### config.mk
export PLATFORM = sky130hd
export DESIGN_NAME = yc_out_port_arb
export DESIGN_NICKNAME = d
export VERILOG_FILES = /design/src/rtl/yc_noc_defs.sv /design/src/rtl/yc_rr_pick.sv /design/src/rtl/yc_out_port_arb.sv
export SDC_FILE = /design/constraint.sdc
export NUM_CORES = 1
export LEC_CHECK = 0
export ABC_CLOCK_PERIOD_IN_PS = 6750
export BUFFER_PORTS_ARGS = -buffer_cell sky130_fd_sc_hd__clkbuf_2
export CAP_MARGIN = 20
export CORE_AREA = 2 2 98 100
export CTS_CLUSTER_SIZE = 8
export DETAILED_ROUTE_END_ITERATION = 7
export DIE_AREA = 0 0 100 102
export PLACE_DENSITY = 0.83
export SYNTH_ARGS = -nofsm -noshare
export SYNTH_HDL_FRONTEND = slang
export SYNTH_SLANG_ARGS = --single-unit
export TNS_END_PERCENT = 100
### constraint.sdc
create_clock -name clk -period 6.75 [get_ports clk]
set_input_delay 0.675 -clock clk [delete_from_list [all_inputs] [get_ports clk]]
set_output_delay 0.675 -clock clk [all_outputs]
set_load 0.02 [all_outputs]
### src/rtl/yc_noc_defs.sv
// Shared mesh-router definitions: flit type, output-port arbiter state and limits.
package yc_noc_defs;

    typedef logic [31:0] flit_t;

    typedef enum logic [1:0] {
        ARB  = 2'd0,
        HOLD = 2'd1,
        PKT  = 2'd2
    } arb_state_e;

    localparam int ARB_MAX_REQ = 8;

endpackage

### src/rtl/yc_rr_pick.sv
// Rotating-priority picker: first set request at or after ptr, wrapping modulo N.
module yc_rr_pick #(
    parameter int N = 5,
    parameter int W = $clog2(N)
) (
    input  logic [N-1:0] req,
    input  logic [W-1:0] ptr,
    output logic         found,
    output logic [W-1:0] idx
);

    // Scan from farthest to nearest so the candidate closest to ptr is written last.
    always_comb begin
        found = 1'b0;
        idx   = '0;
        for (int k = N - 1; k >= 0; k--) begin
            if (req[(int'(ptr) + k) % N]) begin
                found = 1'b1;
                idx   = W'((int'(ptr) + k) % N);
            end
        end
    end

endmodule

### src/rtl/yc_out_port_arb.sv
// Per-output-port wormhole arbiter with packet-level round robin.
// Optional per-requester saturating grant counters behind YC_ARB_STATS_EN.
module yc_out_port_arb
    import yc_noc_defs::*;
#(
    parameter int N_REQ = 5,
    parameter int CNT_W = 16,
    localparam int IDX_W = $clog2(N_REQ)
) (
    input  logic                          clk,
    input  logic                          rst,
    input  logic [N_REQ-1:0]              in_valid,
    input  logic [N_REQ-1:0]              in_last,
    input  flit_t [N_REQ-1:0]             in_flit,
    output logic [N_REQ-1:0]              in_ready,
    output logic                          out_valid,
    output flit_t                         out_flit,
    input  logic                          out_ready,
    output logic [IDX_W-1:0]              gnt_idx,
    output logic                          locked
`ifdef YC_ARB_STATS_EN
    ,
    output logic [N_REQ-1:0][CNT_W-1:0]   gnt_cnt
`endif
);

    if (N_REQ < 2 || N_REQ > ARB_MAX_REQ || CNT_W < 1) begin : g_param_check
        $error("yc_out_port_arb: unsupported N_REQ or CNT_W");
    end

    localparam logic [IDX_W-1:0] LAST_IDX = IDX_W'(N_REQ - 1);

    arb_state_e       st, st_nxt;
    logic [IDX_W-1:0] owner, owner_nxt;
    logic [IDX_W-1:0] rr_ptr, rr_ptr_nxt;
    logic [IDX_W-1:0] pick_idx, sel;
    logic             pick_found;
    logic             fire, tail;

    function automatic logic [IDX_W-1:0] next_idx(input logic [IDX_W-1:0] i);
        return (i == LAST_IDX) ? '0 : i + 1'b1;
    endfunction

    yc_rr_pick #(.N(N_REQ), .W(IDX_W)) u_pick (
        .req   (in_valid),
        .ptr   (rr_ptr),
        .found (pick_found),
        .idx   (pick_idx)
    );

    // Outputs are forced quiet while rst is high so the link never sees a flit during reset.
    always_comb begin
        sel       = (st == ARB) ? pick_idx : owner;
        out_valid = !rst && in_valid[sel] && (st != ARB || pick_found);
        out_flit  = in_flit[sel];
        fire      = out_valid && out_ready;
        tail      = in_last[sel];
        in_ready  = '0;
        if (fire) begin
            in_ready[sel] = 1'b1;
        end
        locked    = !rst && (st != ARB);
        gnt_idx   = rst ? '0 : (out_valid ? sel : owner);
    end

    always_comb begin
        st_nxt     = st;
        owner_nxt  = owner;
        rr_ptr_nxt = rr_ptr;
        case (st)
            ARB: begin
                if (fire && tail) begin
                    rr_ptr_nxt = next_idx(sel);
                end else if (out_valid) begin
                    owner_nxt = sel;
                    st_nxt    = fire ? PKT : HOLD;
                end
            end
            HOLD: begin
                if (fire) begin
                    if (tail) begin
                        st_nxt     = ARB;
                        rr_ptr_nxt = next_idx(owner);
                    end else begin
                        st_nxt = PKT;
                    end
                end
            end
            PKT: begin
                if (fire && tail) begin
                    st_nxt     = ARB;
                    rr_ptr_nxt = next_idx(owner);
                end
            end
            default: st_nxt = ARB;
        endcase
    end

    always_ff @(posedge clk) begin
        if (rst) begin
            st     <= ARB;
            owner  <= '0;
            rr_ptr <= '0;
        end else begin
            st     <= st_nxt;
            owner  <= owner_nxt;
            rr_ptr <= rr_ptr_nxt;
        end
    end

`ifdef YC_ARB_STATS_EN
    always_ff @(posedge clk) begin
        if (rst) begin
            gnt_cnt <= '0;
        end else if (fire && gnt_cnt[sel] != {CNT_W{1'b1}}) begin
            gnt_cnt[sel] <= gnt_cnt[sel] + 1'b1;
        end
    end
`endif

`ifndef SYNTHESIS
    // A stalled owner must keep its flit presented until the link accepts it.
    hold_keeps_valid: assert property (@(posedge clk) disable iff (rst)
        (st == HOLD) |-> in_valid[owner]);
`endif

endmodule

==> results.tsv, run 1 <==
metric	value	unit
fin_crit	6.30	ns
start_util	48.5	%
syn_area	4410	µm²
root_buffer	clkbuf_8	
endpoint_kind	primary output	
grt_pass1_wl	26900	µm
fin_nets	1062	
ys_seq_area_share	3.63	%
first_global_vias	5337	
detail_route.first_pass.iterations	5	
post_cts.repair.setup_buffers	0	
syn_nets	878	
cts_made_buffers	3	
fin_crit_sh	93.3	%
core	9110	µm²
die_w	100	µm
ys_top_cells_by_area	nand2_1, ha_1, nand3_1	
wl_per_cell	18.3	µm
die_area	10200	µm²
worst_slew_pin_slew	0.773	ns
drt-total-wl	17800	µm
syn2layout_area_growth	26.6	%
hold_buffers	0	
clk_latency	0.23	ns
drv_cap	0	
clock_skew	0.00169	ns
synth_flop_cell	dfxtp_1	
max-slew-margin-rel	48.1	%
worst-path-max-fanout	46	
cts_max_level	1	
cp.required	6.07	ns
worstSetupPathType	flop to primary output	
via_per_inst	6.27	
vias	6089	
die_h	102	µm
min_path_type	flop to flop	
cts_tree	built	
multiInputGateArea	3930	µm²
rows	35	
syn_inst	677	
ctsResizeCount	0	
synth_top_area_share	11.0	%
outcome	finished, final reports clean	
setup_viol	0	
critPathArrivalTime	5.62	ns
synthTopCellsByCount	nand2_1, nand3_1, a21oi_1, nor2_1, ha_1	
synth_most_common_cell	nand2_1	
final_hold_viol_count	0	
ys_types	94	
grt_antenna_before_repair	1	
max-clock-path-buffers	2	
place_congestion	0.928	
portBuffers	214	
drt_iter0_markers	739	
ios	215	
cts.sink_count	8	
tns	0	ns
fillCellCount	871	
ff_latch_area	160	µm²
slew_violations	0	
clock.fmax	0.159	GHz
ys_warn_count	0	
rsz0062_at_grt	no	
dp_hpwl	14100	µm
grt_usage	32.5	%
synth-edff-count	0	
grt_overflow	0	
regToRegSetupSlack	1.05	ns
avgSynthCellArea	6.52	µm²
cp-start-kind	flop	
antenna_left	0	
clkTransAtPathRegs	0.04	ns
yosysTopAreaCell	nand2_1	
synthArstFlopShare	0	%
ys_seq_elements	8	
drive_above_1_share	32.5	%
whs	0.510	ns
grt_max_degree	52	
postLayoutCoreUtil	61.4	%
drcViolationCount	0	
## cells by family (layout without fill, tap and decap cells)
kind of cell	Yosys count	after routing	share of synthesized area (%)
simple gates	297	297	31.9
compound gates	218	218	38.4
buf+inv	85	267	8.05
mux	35	35	8.67
fa+ha+maj	28	28	7.94
flops	8	8	3.63
xor+xnor	6	6	1.36
other cells	0	1	0
## flip-flops by register name, indices dropped and copies added, names as in the netlist
name and flops:
owner 3, rr_ptr 3, st 2
## layer usage
layer | up-vias | wire length, µm | GRT usage, %
li1 | 2914 | - | -
met1 | 2751 | 7230 | 44.8
met2 | 381 | 7970 | 50.9
met3 | 43 | 2220 | 9.10
met4 | 0 | 359 | 6.85
met5 | - | 0 | 0
## worst paths after layout
path                     startpoint                endpoint  depth (start not counted)
min              st[1]$_SDFFE_PP0P_      st[1]$_SDFFE_PP0P_                          2
max          rr_ptr[2]$_SDFFE_PP0P_              gnt_idx[1]                         20
max reg2reg  rr_ptr[2]$_SDFFE_PP0P_  rr_ptr[0]$_SDFFE_PP0P_                         18
min reg2reg      st[1]$_SDFFE_PP0P_      st[1]$_SDFFE_PP0P_                          2
## critical path, cell delays in order (launching register included)
cell and delay [ns]:
dfxtp_1 0.66, buf_4 0.25, ha_1 0.31, o21ai_0 0.24, mux2_4 0.22, ha_1 0.20
inv_1 0.07, o221a_1 0.35, or2_1 0.32, a31oi_1 0.16, or4b_1 0.49, a311o_1 0.40
a31oi_4 0.19, buf_4 0.45, a21o_1 0.15, o2111a_2 0.27, nand2_2 0.12, inv_1 0.12
nand2_1 0.06, a21oi_1 0.14, clkbuf_2 0.19
## cells in the final DEF (no fill, tap or decap), types with 24 or more instances in the layout
cell / synthesis / layout
nand2_1: 129 / 129
nand3_1: 59 / 59
nor2_1: 34 / 34
clkbuf_2: 0 / 214
o21ai_0: 24 / 24
mux2i_1: 24 / 24
a32o_1: 26 / 26
ha_1: 28 / 28
a21oi_1: 37 / 37
inv_1: 26 / 26
## final cells by class
type / instances / area share [%]
diodes: 1 / 0.0448
clock buffers: 3 / 0.739
inverters: 34 / 2.28
multi-input cells: 584 / 70.3
flip-flops and latches: 8 / 2.87
well taps: 111 / 2.48
repair buffers: 230 / 21.3
## per-stage QoR
step / instance area [µm²] / worst slack (ns) / std cells
after floorplan: 4410 / 0.840 / 677
after global placement: 5550 / 0.872 / 967
after detailed placement: 5550 / 0.789 / 967
after CTS: 5590 / 0.530 / 970
after global routing: 5590 / 0.155 / 970
final: 5590 / 0.453 / 971
Power of run 1 is left out: the tool's default activity adds up to more than one toggle a clock period on the data nets, which glitch-free logic cannot reach.
==> inputs of run 2 (changes only) <==
ABC_CLOCK_PERIOD_IN_PS = 8100   (was 6750)
CORE_AREA = 2 2 96 98   (was 2 2 98 100)
DIE_AREA = 0 0 98 100   (was 0 0 100 102)
PLACE_DENSITY = 0.87   (was 0.83)
clock period = 8.1 ns   (was 6.75 ns; I/O delays follow)
==> run 2 against run 1 <==
- critical path depth unchanged
- hold slack got worse by 0.00087 ns
- count of clock-buffer cells in the layout stayed put
- global-route usage rose by 1.9 points
- worst setup slack better by 0.26 ns
- sequential share of layout area hardly changed
- largest cell class unchanged
- via count up 0.99%
- final cell count decreased by 1.0%
- cell area down 1.3%
==> results.tsv, run 2 (synthesis results as in run 1) <==
metric	value	unit
cts_made_buffers	3	
hold_buffers	0	
multiInputGateArea	3930	µm²
endpoint_kind	primary output	
drive_above_1_share	31.7	%
fillCellCount	865	
final_hold_viol_count	0	
hold_path_depth	2	
fin_crit_sh	91.2	%
setup_viol	0	
max-clock-path-buffers	2	
first_global_vias	5444	
cts_tree	built	
setup_ws	0.709	ns
detail_route.first_pass.iterations	6	
slew_violations	0	
max-slew-margin-rel	34.8	%
via_per_inst	6.40	
start_util	49.7	%
antenna_left	0	
rr_startpoint	rr_ptr[1]$_SDFFE_PP0P_	
ios	215	
min_path_type	flop to flop	
grt_pass1_wl	27700	µm
regToRegSetupSlack	1.25	ns
drt-total-wl	18200	µm
worst-path-max-fanout	58	
dp_hpwl	14100	µm
final_cell_mix	clkbuf_2, nand2_1, nand3_1	
die_w	98	µm
critPathLaunch	rr_ptr[1]$_SDFFE_PP0P_	
clock.fmax	0.135	GHz
final_common_cell	clkbuf_2	
ff2ff_path_depth	17	
cp.required	7.29	ns
drt_iter0_markers	675	
rsz0062_at_grt	no	
rows	35	
grt_usage	34.4	%
critPathArrivalTime	6.58	ns
ctsResizeCount	0	
clk_latency	0.24	ns
place_congestion	1.08	
fin_crit	7.39	ns
worstSetupPathType	flop to primary output	
outcome	finished, final reports clean	
clkTransAtPathRegs	0.05	ns
drcViolationCount	0	
tns	0	ns
grt_antenna_before_repair	1	
pre_cts_ws	1.13	ns
vias	6149	
cts_max_level	1	
core	8890	µm²
postLayoutCoreUtil	62.0	%
root_buffer	clkbuf_8	
fin_nets	1052	
grt_max_degree	75	
cts.sink_count	8	
grt_overflow	0	
reg_top3	owner: 3 flops, rr_ptr: 3 flops, st: 2 flops	
r2r-end	st[0]$_SDFFE_PP0P_	
syn2layout_area_growth	24.9	%
die_h	100	µm
cp-start-kind	flop	
die_area	9800	µm²
portBuffers	214	
ff_latch_area	160	µm²
crit_end	gnt_idx[1]	
drv_cap	0	
post_cts.repair.setup_buffers	0	
worst_slew_pin_slew	0.977	ns
wl_per_cell	19.0	µm
clock_skew	0.00440	ns
-- run 2: cell types whose count changed in the layout (fill, tap and decap cells not counted) --
cell   delta
buf_4    -10
-- run 2: critical path, cell delays in order (launching register included) --
cell and delay, ns:
dfxtp_1 0.82, inv_1 0.37, ha_1 0.84, inv_1 0.30, ha_1 0.27, inv_1 0.06, ha_1 0.21, a21boi_0 0.26
o21ai_1 0.10, a2111oi_2 0.48, a211oi_1 0.14, o31ai_1 0.48, a31oi_4 0.06, inv_2 0.72, a21o_1 0.25, o2111a_2 0.28
nand2_2 0.13, inv_1 0.12, nand2_1 0.06, a21oi_1 0.17, clkbuf_2 0.20
-- run 2: how the worst min path moves through the flow --
stage	slack [ns]	startpoint	endpoint
2_1_floorplan	0.47	st[1]$_SDFFE_PP0P_	st[1]$_SDFFE_PP0P_
3_3_place_gp	0.50	st[1]$_SDFFE_PP0P_	st[1]$_SDFFE_PP0P_
3_5_place_dp	0.50	st[1]$_SDFFE_PP0P_	st[1]$_SDFFE_PP0P_
4_1_cts	0.51	st[1]$_SDFFE_PP0P_	st[1]$_SDFFE_PP0P_
5_1_grt	0.53	st[1]$_SDFFE_PP0P_	st[1]$_SDFFE_PP0P_
6_report	0.51	st[1]$_SDFFE_PP0P_	st[1]$_SDFFE_PP0P_
-- run 2: area by class of cell --
type | instances | area share, %
diodes | 1 | 0.0454
clock buffers | 3 | 0.749
inverters | 34 | 2.31
multi-input cells | 584 | 71.2
flip-flops and latches | 8 | 2.90
well taps | 111 | 2.52
repair buffers | 220 | 20.2
-- run 2: per-stage QoR --
stage	hold slack [ns]	instance area (µm²)	instances
finish	0.509	5510	961
global route	0.533	5510	960
CTS	0.509	5510	960
detailed placement	0.501	5470	957
global placement	0.496	5470	957
floorplan	0.468	4410	677
-- run 2: metal layers --
metal | vias up | global-route usage [%] | wire [µm]
li1 | 2896 | - | -
met1 | 2769 | 48.6 | 7510
met2 | 423 | 52.2 | 7850
met3 | 61 | 9.33 | 2440
met4 | 0 | 7.80 | 433
met5 | - | 0 | 0
Power of run 2 is left out for the same reason.
==> inputs of run 3 (changes only) <==
CORE_AREA = 2 2 88 90   (was 2 2 96 98)
DIE_AREA = 0 0 90 92   (was 0 0 98 100)
PLACE_DENSITY = 0.88   (was 0.87)
SYNTH_HIERARCHICAL = 1   (was unset)
==> run 3 against run 2 <==
- worst setup slack worse by 0.18 ns
- final cell count down 18%
- first-iteration DRC count down 51%
- flip-flop and latch count unchanged
- cell area down 15%
- via count down 22%
- die area down 16%
- synthesized cell count down 27%
- largest cell class unchanged
- critical path depth up 1
- clock skew about the same
- critical endpoint is now gnt_idx[0]
- maximum frequency down 2.4%
==> results.tsv, run 3 <==
metric	value	unit
cts_tree	built	
max-clock-path-buffers	2	
ys_top_cells_by_area	mux2i_1, ha_1, nand2_1	
postLayoutCellArea	4680	µm²
use_met1	40.5	%
multiInputGateArea	3130	µm²
vdd_ir_drop_max	760	µV
die_w	90	µm
via_per_inst	6.07	
clk_latency	0.23	ns
reg_top3	owner: 3 flops, rr_ptr: 3 flops, st: 2 flops	
critPathArrivalTime	6.77	ns
syn_inst	491	
max-slew-margin-rel	37.6	%
cts_made_buffers	3	
fin_nets	889	
vias	4787	
rsz0062_at_grt	no	
first_global_vias	4520	
clock.fmax	0.132	GHz
core	7450	µm²
drive_above_1_share	37.4	%
wl_per_cell	20.4	µm
grt_busiest_layer	met2	
crit_slowest_cell	dfxtp_1	
worst-path-max-fanout	25	
ff_latch_area	160	µm²
start_util	47.3	%
clock_skew	0.00439	ns
synth_most_common_cell	nand2_1	
path_cells	inv_1 > ha_1 > o21ai_0 > nand2_1 > xnor2_1 > ha_1 > fa_1 > nand4_1 > mux2i_1 > mux2_2 > o21a_1 > a41oi_2 > o211ai_1 > o221a_2 > mux2_4 > mux2i_1 > nor3_1 > a21oi_1 > nor2_1 > a211oi_1 > clkbuf_2	
ys_seq_area_share	4.55	%
grt_max_degree	38	
cts.sink_count	8	
drcViolationCount	0	
hold_buffers	0	
drt-total-wl	16000	µm
slew_violations	0	
ys_warn_count	6	
ys_seq_elements	8	
grt_pass1_wl	23300	µm
setup_viol	0	
cp-start-kind	flop	
die_area	8280	µm²
p_leak	2.42	nW
endpoint_kind	primary output	
fin_crit_sh	93.5	%
fin_crit	7.58	ns
avgSynthCellArea	7.17	µm²
syn2layout_area_growth	32.9	%
final_cell_mix	clkbuf_2, nand2_1, mux2i_1	
clkTransAtPathRegs	0.04	ns
cp.required	7.29	ns
detail_route.first_pass.iterations	6	
placed_area	4610	µm²
grt_overflow	0	
grt_util_met3	4.03	%
dp_hpwl	13200	µm
synthArstFlopShare	0	%
syn_nets	693	
post_cts.repair.setup_buffers	0	
syn_area	3520	µm²
fillCellCount	695	
met2_usage	62.5	%
whs	0.515	ns
antenna_left	0	
final_common_cell	clkbuf_2	
drv_cap	0	
rows	32	
pwr_density_cell	482	nW/µm²
place_congestion	0.970	
grt_usage	36.1	%
synth_flop_cell	dfxtp_1	
synthTopCellsByCount	nand2_1, mux2i_1, a21oi_1, o21ai_0, ha_1	
worstSetupPathType	flop to primary output	
ys_types	81	
synth-edff-count	0	
critPathMaxStageDelay	0.87	ns
die_h	92	µm
final_hold_viol_count	0	
ctsResizeCount	0	
yosysTopAreaCell	mux2i_1	
ios	215	
root_buffer	clkbuf_8	
worst_slew_pin_slew	0.933	ns
tns	0	ns
synth_top_area_share	13.9	%
cts_max_level	1	
drt_iter0_markers	334	
min_path_type	flop to flop	
grt_antenna_before_repair	1	
outcome	finished, final reports clean	
portBuffers	214	
run 3: final timing paths:
| check | start | to | slack (ns) | depth (start not counted) |
|---|---|---|---|---|
| min reg2reg | st[1]$_SDFFE_PP0P_ | st[1]$_SDFFE_PP0P_ | 0.52 | 2 |
| max | rr_ptr[2]$_SDFFE_PP0P_ | gnt_idx[0] | 0.52 | 21 |
| min | st[1]$_SDFFE_PP0P_ | st[1]$_SDFFE_PP0P_ | 0.52 | 2 |
| max reg2reg | rr_ptr[2]$_SDFFE_PP0P_ | owner[2]$_SDFFE_PP0P_ | 1.39 | 21 |
run 3: per-layer routing:
layer	up-vias	routed length [µm]
li1	2234	-
met1	2216	5580
met2	279	7900
met3	58	1220
met4	0	1350
met5	-	0
run 3: kinds of logic (layout without fill, tap and decap cells):
logic type      count (synthesis)  in the layout  synth area share, %
xor+xnor                        9              9                 3.52
flops                           8              8                 4.55
simple gates                  168            168                 22.8
compound gates                164            164                 33.2
mux                            59             59                 18.6
other cells                     0              1                    0
fa+ha+maj                      29             29                 10.5
buf+inv                        54            248                 6.86
run 3: area by class of cell:
class	count	area share (%)
Multi-Input combinational cell	429	66.9
Timing Repair Buffer	221	24.1
Sequential cell	8	3.42
Tap cell	102	2.73
Inverter	24	1.92
Clock buffer	3	0.882
Antenna cell	1	0.0535
run 3: stage by stage:
| step | utilization [%] | setup WS (ns) | total power [mW] | cells |
|---|---|---|---|---|
| after floorplan | - | 2.00 | 1.53 | 491 |
| after global placement | 61.9 | 1.10 | 2.12 | 781 |
| after detailed placement | 61.9 | 0.899 | 2.13 | 781 |
| after CTS | 62.5 | 0.657 | 2.19 | 784 |
| after global routing | 62.9 | 0.0778 | 2.36 | 788 |
| final | 62.9 | 0.524 | 2.25 | 788 |
run 3: worst max-delay path, delay by kind of cell (launching register included):
family,cells,cell delay (ns)
AO/OA/AOI/OAI,7,2.04
XOR/XNOR,1,0.16
adder cells (fa/ha/maj),3,1.07
buffers and inverters,2,0.50
flip-flops,1,0.87
multiplexers,4,1.27
AND/OR/NAND/NOR,4,0.60
run 3: power by group:
| group | switching (mW) | internal [mW] |
|---|---|---|
| registers | 0.0249 | 0.0496 |
| logic | 1.38 | 0.750 |
| clock network | 0.0160 | 0.0322 |
| total | 1.42 | 0.832 |
Note: power is estimated with default switching activity, not from simulation.
